`config.mk`:
```
export PLATFORM = sky130hd
export DESIGN_NAME = i2cs_apb_regfile
export DESIGN_NICKNAME = d
export VERILOG_FILES = /design/src/rtl/i2cs_apb_regfile.sv
export SDC_FILE = /design/constraint.sdc
export NUM_CORES = 1
export LEC_CHECK = 0
export BUFFER_PORTS_ARGS = -buffer_cell sky130_fd_sc_hd__buf_2
export CAP_MARGIN = 10
export CORE_MARGIN = 2
export CORE_UTILIZATION = 55
export DETAILED_ROUTE_END_ITERATION = 10
export PLACE_DENSITY = 0.78
export SYNTH_ARGS = -nofsm -noshare
export SYNTH_HDL_FRONTEND = slang
export SYNTH_SLANG_ARGS = --single-unit
```
`constraint.sdc`:
```
create_clock -name clk -period 5.1 [get_ports clk]
set_input_delay 0.765 -clock clk [delete_from_list [all_inputs] [get_ports clk]]
set_output_delay 0.765 -clock clk [all_outputs]
set_load 0.1 [all_outputs]
```
`src/rtl/i2cs_apb_regfile.sv`:
```
// APB register file bridging an I2C slave: CTRL/STATUS/RXDATA/TXDATA registers over byte RX/TX FIFOs.
// Optional FIFO_LEVEL register at 0x010 is built only when I2CS_FIFO_LEVEL_EN is defined.
module i2cs_apb_regfile #(
  parameter int FIFO_DEPTH = 8
) (
  input  logic        clk,
  input  logic        rst,
  input  logic [11:0] reg_waddr,
  input  logic [31:0] reg_wdata,
  input  logic        reg_wrenable,
  input  logic [11:0] reg_raddr,
  output logic [31:0] reg_rdata,
  input  logic        reg_rd_byte_complete,
  input  logic [7:0]  i2c_rx_data,
  input  logic        i2c_rx_valid,
  output logic [7:0]  i2c_tx_data,
  input  logic        i2c_tx_pop,
  output logic        i2c_tx_empty,
  output logic        enable_o,
  output logic        irq_o
);

  localparam int AW = (FIFO_DEPTH > 1) ? $clog2(FIFO_DEPTH) : 1;
  localparam int CW = AW + 1;
  localparam logic [CW-1:0] FULL_CNT = CW'(FIFO_DEPTH);

  localparam logic [11:0] A_CTRL   = 12'h000;
  localparam logic [11:0] A_STATUS = 12'h004;
  localparam logic [11:0] A_RXDATA = 12'h008;
  localparam logic [11:0] A_TXDATA = 12'h00C;
`ifdef I2CS_FIFO_LEVEL_EN
  localparam logic [11:0] A_LEVEL  = 12'h010;
`endif

  logic [2:0]    r_ctrl;
  logic          r_rx_ovf;
  logic          r_irq;
  logic [11:0]   r_raddr_q;

  logic [7:0]    r_rx_mem [FIFO_DEPTH];
  logic [AW-1:0] r_rx_wptr, r_rx_rptr;
  logic [CW-1:0] r_rx_cnt;
  logic [7:0]    r_tx_mem [FIFO_DEPTH];
  logic [AW-1:0] r_tx_wptr, r_tx_rptr;
  logic [CW-1:0] r_tx_cnt;

  logic w_enable, w_wr_ctrl, w_wr_status, w_wr_txdata, w_flush;
  logic w_rx_empty, w_rx_full, w_tx_empty, w_tx_full;
  logic w_rx_push_req, w_rx_push, w_rx_pop, w_ovf_set, w_ovf_clr;
  logic w_tx_push, w_tx_pop;
  logic [7:0] w_rx_head, w_tx_head;
  logic w_unused;

  assign w_enable    = r_ctrl[0];
  assign w_wr_ctrl   = reg_wrenable && (reg_waddr == A_CTRL);
  assign w_wr_status = reg_wrenable && (reg_waddr == A_STATUS);
  assign w_wr_txdata = reg_wrenable && (reg_waddr == A_TXDATA);
  // Disabling the block throws away anything still queued in either direction.
  assign w_flush     = w_wr_ctrl && w_enable && !reg_wdata[0];

  assign w_rx_empty = (r_rx_cnt == '0);
  assign w_rx_full  = (r_rx_cnt == FULL_CNT);
  assign w_tx_empty = (r_tx_cnt == '0);
  assign w_tx_full  = (r_tx_cnt == FULL_CNT);

  assign w_rx_head = r_rx_mem[r_rx_rptr];
  assign w_tx_head = r_tx_mem[r_tx_rptr];

  // A pop in the same cycle frees the slot, so a full FIFO still accepts the push.
  assign w_rx_pop      = reg_rd_byte_complete && (r_raddr_q == A_RXDATA) && !w_rx_empty;
  assign w_rx_push_req = i2c_rx_valid && w_enable;
  assign w_rx_push     = w_rx_push_req && (!w_rx_full || w_rx_pop);
  assign w_ovf_set     = w_rx_push_req && w_rx_full && !w_rx_pop;
  assign w_ovf_clr     = w_wr_status && reg_wdata[4];

  assign w_tx_pop  = i2c_tx_pop && !w_tx_empty;
  assign w_tx_push = w_wr_txdata && w_enable && (!w_tx_full || w_tx_pop);

  assign w_unused = ^reg_wdata[31:8];

  always_ff @(posedge clk) begin
    if (w_rx_push) r_rx_mem[r_rx_wptr] <= i2c_rx_data;
    if (w_tx_push) r_tx_mem[r_tx_wptr] <= reg_wdata[7:0];
  end

  always_ff @(posedge clk or posedge rst) begin
    if (rst) begin
      r_rx_wptr <= '0;
      r_rx_rptr <= '0;
      r_rx_cnt  <= '0;
      r_tx_wptr <= '0;
      r_tx_rptr <= '0;
      r_tx_cnt  <= '0;
    end else if (w_flush) begin
      r_rx_wptr <= '0;
      r_rx_rptr <= '0;
      r_rx_cnt  <= '0;
      r_tx_wptr <= '0;
      r_tx_rptr <= '0;
      r_tx_cnt  <= '0;
    end else begin
      if (w_rx_push) r_rx_wptr <= r_rx_wptr + 1'b1;
      if (w_rx_pop)  r_rx_rptr <= r_rx_rptr + 1'b1;
      if (w_rx_push && !w_rx_pop)      r_rx_cnt <= r_rx_cnt + 1'b1;
      else if (w_rx_pop && !w_rx_push) r_rx_cnt <= r_rx_cnt - 1'b1;
      if (w_tx_push) r_tx_wptr <= r_tx_wptr + 1'b1;
      if (w_tx_pop)  r_tx_rptr <= r_tx_rptr + 1'b1;
      if (w_tx_push && !w_tx_pop)      r_tx_cnt <= r_tx_cnt + 1'b1;
      else if (w_tx_pop && !w_tx_push) r_tx_cnt <= r_tx_cnt - 1'b1;
    end
  end

  always_ff @(posedge clk or posedge rst) begin
    if (rst) begin
      r_ctrl    <= '0;
      r_rx_ovf  <= 1'b0;
      r_irq     <= 1'b0;
      r_raddr_q <= '0;
    end else begin
      r_raddr_q <= reg_raddr;
      if (w_wr_ctrl) r_ctrl <= reg_wdata[2:0];
      r_rx_ovf  <= w_ovf_set || (r_rx_ovf && !w_ovf_clr);
      r_irq     <= (r_ctrl[1] && !w_rx_empty) || (r_ctrl[2] && w_tx_empty && w_enable) || r_rx_ovf;
    end
  end

`ifdef I2CS_FIFO_LEVEL_EN
  logic [4:0] w_rx_lvl, w_tx_lvl;
  assign w_rx_lvl = 5'(r_rx_cnt);
  assign w_tx_lvl = 5'(r_tx_cnt);
`endif

  always_comb begin
    reg_rdata = '0;
    case (reg_raddr)
      A_CTRL:   reg_rdata = {29'b0, r_ctrl};
      A_STATUS: reg_rdata = {27'b0, r_rx_ovf, w_tx_full, w_tx_empty, w_rx_full, w_rx_empty};
      A_RXDATA: reg_rdata = w_rx_empty ? 32'h0 : {24'b0, w_rx_head};
`ifdef I2CS_FIFO_LEVEL_EN
      A_LEVEL:  reg_rdata = {19'b0, w_tx_lvl, 3'b0, w_rx_lvl};
`endif
      default:  reg_rdata = '0;
    endcase
  end

  assign i2c_tx_data  = w_tx_empty ? 8'h00 : w_tx_head;
  assign i2c_tx_empty = w_tx_empty;
  assign enable_o     = w_enable;
  assign irq_o        = r_irq;

endmodule

```
==> out/qor.txt, run 1 <==
Status = completed
Detailed Place HPWL = 8970 um
Endpoints failing setup = 0
Cell Area, Synth = 7120 um2
TritonRoute pass-1 iters = 4
Arrival time at the worst endpoint = 2.81 ns
Root Buffer = clkbuf_16
Port bufs = 64
Max incr delay on CP = 1.07 ns
Clock skew = 0.00870 ns
Die height = 118 um
Post-synth ARST share = 0.224
Main synth FF type = edfxtp_1
Maxcap violations = 0
Max rail drop VDD = 0.000317 V
Pre-CTS setup slack = 1.60 ns
Post-DP Area = 7540 um2
H-tree depth = 4
Share of cells above drive strength 1 = 0.285
CTS tree = done
Setup_tns = 0 ns
Hold crit path type = in -> async
CP Launch Point = r_rx_rptr[0]
Crit Path Category = reg -> out
Tot Pwr = 0.00376 W
Crit path max-delay cell type = dfrtp_1
Core ar. = 12,600 um2
# rows = 41
Final hold vios = 0
Vias per Instance = 5.57
Ys Warns = 0
Startpoint types = register
Total Nets Final = 583
All-Layer GR Usage = 0.207
Clock Path Buffers = 2
CP endpoint kind = primary output
Largest net degree at the start of global routing = 38
Final Worst Setup Slack = 1.52 ns
Detail Route Antenna Nets = 0
DRC = 0
Fill count = 903
Wire length per cell = 19.5 um
I/O pin cnt = 113
Clock transition at the registers of the reported paths = 0.06 ns
Number of flops mapped to enable cells by yosys = 128
Starting DRT DRC Count = 254
CTS Hold Bufs = 0
Register area = 4770 um2
Tcrit/Tclk final = 0.701
# clock sinks = 165
Max Freq = 0.280 GHz
Overflow after GRT = 0
Max FO, Critical Path = 18
Clk Latency, worst-skew pair = 0.43 ns
Slew margin rel. = 0.266
Placer Congestion = 0.853
Vias = 3,832
Starting Density = 0.565
First-pass GRT wire length = 21,300 um
Post-synthesis cell count = 432
Buffer and inverter count on the worst path = 1
DIE AREA = 13,900 um2
Commonest non-fill, non-tap cell in the layout = edfxtp_1
RSZ-0062 raised after global routing = false
Final wirelength = 13,400 um
PwrDens = 464 nW/um2
DIE WIDTH = 118 um
Avg Cell Area, Syn = 16.5 um2
Antenna violations before repair = 0
Reg-to-reg startpoint = r_tx_cnt[1]
Final Non-Filler Cells = 688
Worst endpoint required time = 4.34 ns
Commonest cells after routing, fill and taps aside = edfxtp_1 (128), buf_2 (64), nor2_1 (40)
Leakage = 2.93 nW
Tightest Pin Transition = 1.10 ns
Dpl cells = 656
Pins Over Slew Limit = 0
Cts repair resizes = 0
Area delta synth->final = 13.8%
Cell variety after synth = 53
Number of global-route vias before repair = 4,043
Post-CTS Setup Inserts = 0
Seq/Total Area, Yosys = 0.669
Crit path cell chain = mux4_2, mux2i_1, o22ai_1, buf_2
Multi-input logic area = 2170 um2
CTS buffer count = 17
Inserted Diodes = 0
Final instance area = 8110 um2
Yosys reg bits = 165
Critical path's top delay family = flip-flops
Fin crit period = 3.58 ns
==> where the power goes <==
part | total [W] | switching (W) | internal (W)
clock network | 0.00122 | 0.000504 | 0.000713
registers | 0.00160 | 0.000119 | 0.00149
logic | 0.000942 | 0.000676 | 0.000266
==> flip-flops by register name, indices dropped and copies added (netlist names) <==
name / flops
r_rx_mem: 64
r_tx_mem: 64
r_raddr_q: 12
r_rx_cnt: 4
r_tx_cnt: 4
r_ctrl: 3
r_rx_rptr: 3
r_rx_wptr: 3
r_tx_rptr: 3
r_tx_wptr: 3
irq_o: 1
r_rx_ovf: 1
==> final cells by class <==
type                       count  share of cell area
inverter                       7             0.00324
clock buffer                  18              0.0529
timing repair buffer          69              0.0441
sequential                   165               0.588
clock inverter                14              0.0170
multi-input combinational    243               0.268
tap                          172              0.0265
==> cells in the mapped netlist (3+ instances only) <==
master    count  area share
ha_1          8       0.014
dfrtp_1      37        0.13
xor2_1        6      0.0074
nor2_1       40       0.021
buf_2         5      0.0035
xnor2_1       3      0.0037
mux2i_1      25       0.035
edfxtp_1    128        0.54
nor4b_2       3      0.0063
and2_1        3      0.0026
inv_1         7      0.0037
nor3_2        3      0.0042
buf_1         3      0.0016
nand3_1       9      0.0063
or3_1         3      0.0026
nand2_1      12      0.0063
buf_4        25       0.026
a21oi_1       8      0.0056
o22ai_1       4      0.0035
nor3_1        6      0.0042
nand4_1       4      0.0035
mux4_2       32        0.10
nor4_1        5      0.0044
a21o_1        3      0.0032
mux2_2        3      0.0047
clkbuf_1      7      0.0037
nand2b_1      7      0.0061
==> final timing paths <==
| check | end | slack (ns) | cells after the start |
|---|---|---|---|
| max | reg_rdata[4] | 1.52 | 4 |
| min | r_tx_cnt[1] | 0.44 | 3 |
| max reg2reg | r_tx_cnt[3] | 2.25 | 10 |
| min reg2reg | r_rx_ovf | 0.54 | 1 |
| max in group asynchronous | r_tx_wptr[2] | 4.32 | 3 |
| min in group clk | r_raddr_q[4] | 0.46 | 1 |
==> per-stage QoR <==
step | utilization | hold slack, ns
after CTS | 0.642 | 0.441
final | 0.642 | 0.442
after detailed placement | 0.597 | 0.522
after global placement | 0.597 | 0.475
after global routing | 0.642 | 0.448
after floorplan | - | 0.440
==> metal layers <==
metal / wire (um) / global-route usage / part of all wire
met1: 5220 / 0.237 / 0.39
met2: 7370 / 0.372 / 0.55
met3: 622 / 0.0528 / 0.046
met4: 175 / 0.0776 / 0.013
met5: 0 / 0 / 0
==> logic make-up after synthesis <==
kind of cell,count (synthesis),synth area share
and+or+nand+nor,110,0.0897
adders and majority gates,10,0.0197
muxes,61,0.143
buffers and inverters,47,0.0388
DFF,165,0.669
xor gates and xnor gates,9,0.0111
other,1,0.000526
AOI/OAI and AO/OA,29,0.0277
==> tightest hold or removal path: cells and delay by family <==
| family | cells | cell delay [ns] |
|---|---|---|
| buf+inv | 3 | 0.53 |
(Power assumes the default switching activity.)
==> inputs of run 2 (changes only) <==
ABC_AREA = 1   (was unset)
clock period = 3.3 ns   (was 5.1 ns; I/O delays follow)
==> run 2 against run 1 <==
Net effect: clock power rose by 58%; the flow now finishes with violations (negative hold slack); design area is 4.7% higher; wire length up 19%; core utilization up 0.37 points; global-route usage grew 3.0 points; final cell count is 36% higher; first-iteration DRC count up 93%; clock-buffer cell count unchanged; die area is 2.9% higher; via count grew 37%; sequential power grew 62%.
==> out/qor.txt, run 2 <==
Synth top area cells = edfxtp_1 (52%), dfrtp_1 (13%), nor2_1 (6.2%) (was edfxtp_1 (54%), dfrtp_1 (13%), mux4_2 (10%))
Clock transition at the registers of the reported paths = 0.06 ns (about the same)
Largest regs = r_rx_mem: 64 flops, r_tx_mem: 64 flops, r_raddr_q: 12 flops (unchanged)
First-pass GRT wire length = 25,700 um (was 21,300 um)
Max FO, Critical Path = 20 (was 18)
Max rail drop VDD = 0.000367 V (was 0.000317 V)
Inserted Diodes = 0 (unchanged)
RSZ-0062 raised after global routing = false (unchanged)
Hold crit path type = in -> async (unchanged)
Fin Hold WS = -0.00250 ns (was 0.442 ns)
Starting DRT DRC Count = 489 (was 254)
Startpoint types = register (unchanged)
Slew margin rel. = 0.631 (was 0.266)
Share of cells above drive strength 1 = 0.206 (was 0.285)
Max Freq = 0.338 GHz
FF-to-FF End = r_tx_cnt[3] (unchanged)
Largest net degree at the start of global routing = 35 (was 38)
Tightest Pin Transition = 0.552 ns (was 1.10 ns)
CP endpoint kind = primary output (unchanged)
Commonest cells after routing, fill and taps aside = edfxtp_1 (128), nor2_1 (122), o21ai_0 (74) (was edfxtp_1 (128), buf_2 (64), nor2_1 (40))
Synth area leader = edfxtp_1 (unchanged)
Port bufs = 64 (unchanged)
Cell variety after synth = 39 (was 53)
Status = complete, but fails checks (was completed)
Avg Cell Area, Syn = 11.2 um2 (was 16.5 um2)
Yosys reg bits = 165 (unchanged)
Placer Congestion = 0.827 (was 0.853)
# rows = 42 (was 41)
CTS Hold Bufs = 0 (unchanged)
Setup_tns = 0 ns (unchanged)
Tcrit/Tclk final = 0.897
Tot Pwr = 0.00693 W (was 0.00376 W)
Maxcap violations = 0 (unchanged)
DIE AREA = 14,300 um2 (was 13,900 um2)
Final Non-Filler Cells = 933 (was 688)
Root Buffer = clkbuf_16 (unchanged)
Clock Path Buffers = 2 (unchanged)
Leakage = 3.41 nW (was 2.93 nW)
I/O pin cnt = 113 (unchanged)
Number of global-route vias before repair = 5,194 (was 4,043)
Clk Latency, worst-skew pair = 0.43 ns (about the same)
Die height = 120 um (was 118 um)
Post-synthesis cell count = 657 (was 432)
Fin util = 0.646 (was 0.642)
Most frequent cells after synthesis = edfxtp_1 (128), nor2_1 (122), o21ai_0 (75) (was edfxtp_1 (128), nor2_1 (40), dfrtp_1 (37))
Final hold vios = 2 (was 0)
Fin crit period = 2.96 ns
Total Nets Final = 824 (was 583)
CTS buffer count = 17 (unchanged)
Overflow after GRT = 0 (unchanged)
Most frequent cell after synthesis = edfxtp_1 (unchanged)
Seq/Total Area, Yosys = 0.650 (was 0.669)
Ys Warns = 0 (unchanged)
Vias = 5,231 (was 3,832)
DIE WIDTH = 120 um (was 118 um)
Antenna violations before repair = 0 (unchanged)
R2R Setup Slk = 0.92 ns (was 2.25 ns)
Post-synth ARST share = 0.224 (unchanged)
Dpl cells = 900 (was 656)
H-tree depth = 4 (unchanged)
Vias per Instance = 5.61 (was 5.57)
Final wirelength = 16,000 um (was 13,400 um)
Commonest non-fill, non-tap cell in the layout = edfxtp_1 (unchanged)
Arrival time at the worst endpoint = 2.47 ns (was 2.81 ns)
Detail Route Antenna Nets = 0 (unchanged)
R2R depth = 14 (was 10)
PwrDens = 816 nW/um2 (was 464 nW/um2)
Crit Path Category = reg -> out (unchanged)
CTS tree = done (unchanged)
Reg-to-reg startpoint = r_tx_cnt[1] (unchanged)
DRC = 0 (unchanged)
TritonRoute pass-1 iters = 5 (was 4)
Number of flops mapped to enable cells by yosys = 128 (unchanged)
Endpoints failing setup = 0 (unchanged)
Failing checks = negative hold slack
# clock sinks = 165 (unchanged)
Clock skew = 0.00651 ns (was 0.00870 ns)
All-Layer GR Usage = 0.236 (was 0.207)
Share of the synthesized area in the top cell type = 0.524 (was 0.540)
Post-CTS Setup Inserts = 0 (unchanged)
Cts repair resizes = 0 (unchanged)
Area delta synth->final = 15.7% (was 13.8%)
Cell Area, Synth = 7340 um2 (was 7120 um2)
Starting Density = 0.559 (was 0.565)
Core ar. = 13,100 um2 (was 12,600 um2)
Detailed Place HPWL = 10,600 um (was 8970 um)
Worst endpoint required time = 2.80 ns (was 4.34 ns)
Main synth FF type = edfxtp_1 (unchanged)
Pins Over Slew Limit = 0 (unchanged)
Wire length per cell = 17.1 um (was 19.5 um)
[run 2: cell count changes after synthesis, moves of 18 or more]
cell     change
nand2_1     +55
mux4_2      -32
mux2i_1     -25
nor2_1      +82
inv_1       +27
nand3_1     +18
o21ai_0     +73
[run 2: worst max-delay path by stage]
stage                   from              to  slack, ns  cells past startpoint
6_report        r_rx_rptr[0]    reg_rdata[1]       0.34                      7
5_1_grt         r_rx_rptr[0]    reg_rdata[0]       0.16                      7
2_1_floorplan   r_tx_rptr[0]  i2c_tx_data[6]       0.18                      5
3_3_place_gp   reg_raddr[11]    reg_rdata[3]       0.53                      9
4_1_cts         r_rx_rptr[0]    reg_rdata[1]       0.31                      7
3_5_place_dp    reg_raddr[1]    reg_rdata[3]       0.45                      8
[run 2: power by group]
part           total (W)  switching, W  internal, W
logic            0.00241       0.00185     0.000556
clock network    0.00193      0.000806      0.00112
registers        0.00259      0.000130      0.00246
[run 2: stage by stage]
step | area, um2 | setup WS, ns | hold slack, ns
final | 8490 | 0.339 | -0.00250
after global routing | 8490 | 0.160 | 0.00686
after CTS | 8460 | 0.309 | 0.174
after detailed placement | 7880 | 0.446 | 0.469
after global placement | 7880 | 0.532 | 0.439
after floorplan | 7420 | 0.183 | 0.424
[run 2: final cells by class]
type | instances | area, um2
clock buffer | 18 | 429
clock inverter | 14 | 150
fill | 978 | 4650
inverter | 42 | 158
multi-input combinational | 427 | 2220
sequential | 165 | 4770
tap | 176 | 220
timing repair buffer | 91 | 543
[run 2: worst max-delay path, cell delays in order, from the launching register on]
cell and delay [ns]:
dfrtp_1 0.39, inv_1 0.29, buf_4 0.32, nor2_1 0.06, o211ai_1 0.22, nand3_1 0.14
o211ai_1 0.14, buf_2 0.47
[run 2: kinds of logic (layout without fill, tap and decap cells)]
group,Yosys count,in the layout,synth area share
buffers and inverters,88,165,0.0595
AO/OA/AOI/OAI,130,130,0.104
XOR/XNOR,4,4,0.00477
flip-flops,165,165,0.650
other,1,24,0.000511
AND/OR/NAND/NOR,257,257,0.159
adder cells (fa/ha/maj),10,10,0.0191
multiplexers,2,2,0.00307
[run 2: metal layers]
metal / track usage / routed length, um / vias to the layer above
li1: - / - / 2431
met2: 0.412 / 8450 / 203
met4: 0.101 / 422 / 0
met5: 0 / 0 / -
met3: 0.0499 / 928 / 35
met1: 0.285 / 6160 / 2562
==> inputs of run 3 (changes only) <==
RECOVER_POWER = 50   (was unset)
==> run 3 against run 2 <==
Net effect: the run still ends with negative hold slack left; register-to-register slack gained 0.02 ns; combinational power is essentially flat; core utilization shrank 0.47 points; global-route usage is the same; wire length is essentially flat; critical path depth shrank 1; sequential power is essentially flat.
==> out/qor.txt, run 3 (synthesis results as in run 2) <==
Status = complete, but fails checks (unchanged)
Failing checks = negative hold slack (unchanged)
Met3 GRT Util = 0.0499 (unchanged)
DIE AREA = 14,300 um2 (unchanged)
Max Freq = 0.337 GHz (was 0.338 GHz)
PwrDens = 822 nW/um2 (was 816 nW/um2)
Overflow after GRT = 0 (unchanged)
Tightest Pin Transition = 1.32 ns (was 0.552 ns)
Worst endpoint required time = 2.80 ns (about the same)
Pins Over Slew Limit = 0 (unchanged)
DRC = 0 (unchanged)
Commonest cells after routing, fill and taps aside = edfxtp_1 (128), nor2_1 (122), o21ai_0 (74) (unchanged)
Dpl cells = 900 (unchanged)
Share of cells above drive strength 1 = 0.168 (was 0.206)
Commonest non-fill, non-tap cell in the layout = edfxtp_1 (unchanged)
Starting Density = 0.559 (unchanged)
Port bufs = 64 (unchanged)
Fin crit period = 2.97 ns (was 2.96 ns)
Final Non-Filler Cells = 933 (unchanged)
Crit Path Category = reg -> out (unchanged)
Detailed Place HPWL = 10,600 um (unchanged)
Layer with the highest usage = met2 (unchanged)
Vias per Instance = 5.61 (about the same)
First-pass GRT wire length = 25,700 um (unchanged)
Leakage = 3.32 nW (was 3.41 nW)
Total Nets Final = 824 (unchanged)
TritonRoute pass-1 iters = 4 (was 5)
# clock sinks = 165 (unchanged)
RSZ-0062 raised after global routing = false (unchanged)
CTS Hold Bufs = 0 (unchanged)
H-tree depth = 4 (unchanged)
Fin Hold WS = -0.0435 ns (was -0.00250 ns)
DIE WIDTH = 120 um (unchanged)
Clock Path Buffers = 2 (unchanged)
Root Buffer = clkbuf_16 (unchanged)
Largest regs = r_rx_mem: 64 flops, r_tx_mem: 64 flops, r_raddr_q: 12 flops (unchanged)
Setup_tns = 0 ns (unchanged)
Final hold vios = 4 (was 2)
CTS buffer count = 17 (unchanged)
Global-route met2 utilization = 0.412 (unchanged)
Wire length per cell = 17.1 um (about the same)
Tcrit/Tclk final = 0.899 (was 0.897)
I/O pin cnt = 113 (unchanged)
Clock skew = 0.00742 ns (was 0.00651 ns)
Cts repair resizes = 0 (unchanged)
Max FO, Critical Path = 16 (was 20)
Maxcap violations = 0 (unchanged)
Slew margin rel. = 0.117 (was 0.631)
Core ar. = 13,100 um2 (unchanged)
Final wirelength = 16,000 um (about the same)
Arrival time at the worst endpoint = 2.47 ns (about the same)
Vias = 5,232 (was 5,231)
Number of global-route vias before repair = 5,194 (unchanged)
Detail Route Antenna Nets = 0 (unchanged)
Clock transition at the registers of the reported paths = 0.06 ns (about the same)
Post-CTS Setup Inserts = 0 (unchanged)
Largest net degree at the start of global routing = 35 (unchanged)
Antenna violations before repair = 0 (unchanged)
Clk Latency, worst-skew pair = 0.43 ns (about the same)
Hold crit path type = in -> async (unchanged)
CP endpoint kind = primary output (unchanged)
CTS tree = done (unchanged)
# rows = 42 (unchanged)
Area delta synth->final = 14.8% (was 15.7%)
Placer Congestion = 0.827 (unchanged)
Starting DRT DRC Count = 486 (was 489)
Die height = 120 um (unchanged)
Max rail drop VDD = 0.000366 V (was 0.000367 V)
All-Layer GR Usage = 0.236 (unchanged)
Endpoints failing setup = 0 (unchanged)
Met1 usage = 0.285 (unchanged)
Inserted Diodes = 0 (unchanged)
Startpoint types = register (unchanged)
[run 3: per-layer routing]
metal / wire length (um) / vias up
met5: 0 / -
li1: - / 2432
met4: 417 / 0
met3: 1040 / 33
met1: 6130 / 2549
met2: 8370 / 218
[run 3: area by class of cell]
class                           instances  area [um2]
Inverter                               42         158
Multi-Input combinational cell        427        2220
Sequential cell                       165        4770
Tap cell                              176         220
Fill cell                             996        4710
Clock buffer                           18         429
Timing Repair Buffer                   91         482
Clock inverter                         14         150
[run 3: worst max-delay path, stage by stage, from the launching register on]
cell and delay [ns]:
dfrtp_1 0.59, inv_1 0.36, o21ai_0 0.15, o221ai_1 0.21
nand3_1 0.15, o21ai_1 0.13, buf_2 0.45
[run 3: path summary, 6_finish.rpt]
| path | startpoint | slack, ns | end | cells past startpoint |
|---|---|---|---|---|
| max | r_rx_rptr[1] | 0.33 | reg_rdata[4] | 6 |
| min | rst | -0.04 | r_tx_cnt[3] | 2 |
| max in group asynchronous | rst | 1.54 | r_raddr_q[11] | 4 |
| min in group clk | reg_raddr[4] | 0.19 | r_raddr_q[4] | 1 |
| min reg2reg | r_tx_rptr[2] | 0.48 | r_tx_rptr[2] | 1 |
| max reg2reg | r_tx_cnt[1] | 0.94 | r_tx_cnt[3] | 14 |
[run 3: through the flow]
step / setup WS [ns] / util / power, W / area [um2]
4_1_cts: 0.309 / 0.644 / 0.00695 / 8460
6_report: 0.335 / 0.641 / 0.00692 / 8430
5_1_grt: 0.160 / 0.641 / 0.00726 / 8430
3_5_place_dp: 0.446 / 0.600 / 0.00504 / 7880
3_3_place_gp: 0.532 / 0.600 / 0.00494 / 7880
2_1_floorplan: 0.183 / - / 0.00456 / 7420
[run 3: report_power, final]
| group | total (W) | switching [W] | internal, W |
|---|---|---|---|
| sequential | 0.00259 | 0.000130 | 0.00246 |
| clock | 0.00193 | 0.000805 | 0.00112 |
| combinational | 0.00240 | 0.00186 | 0.000548 |
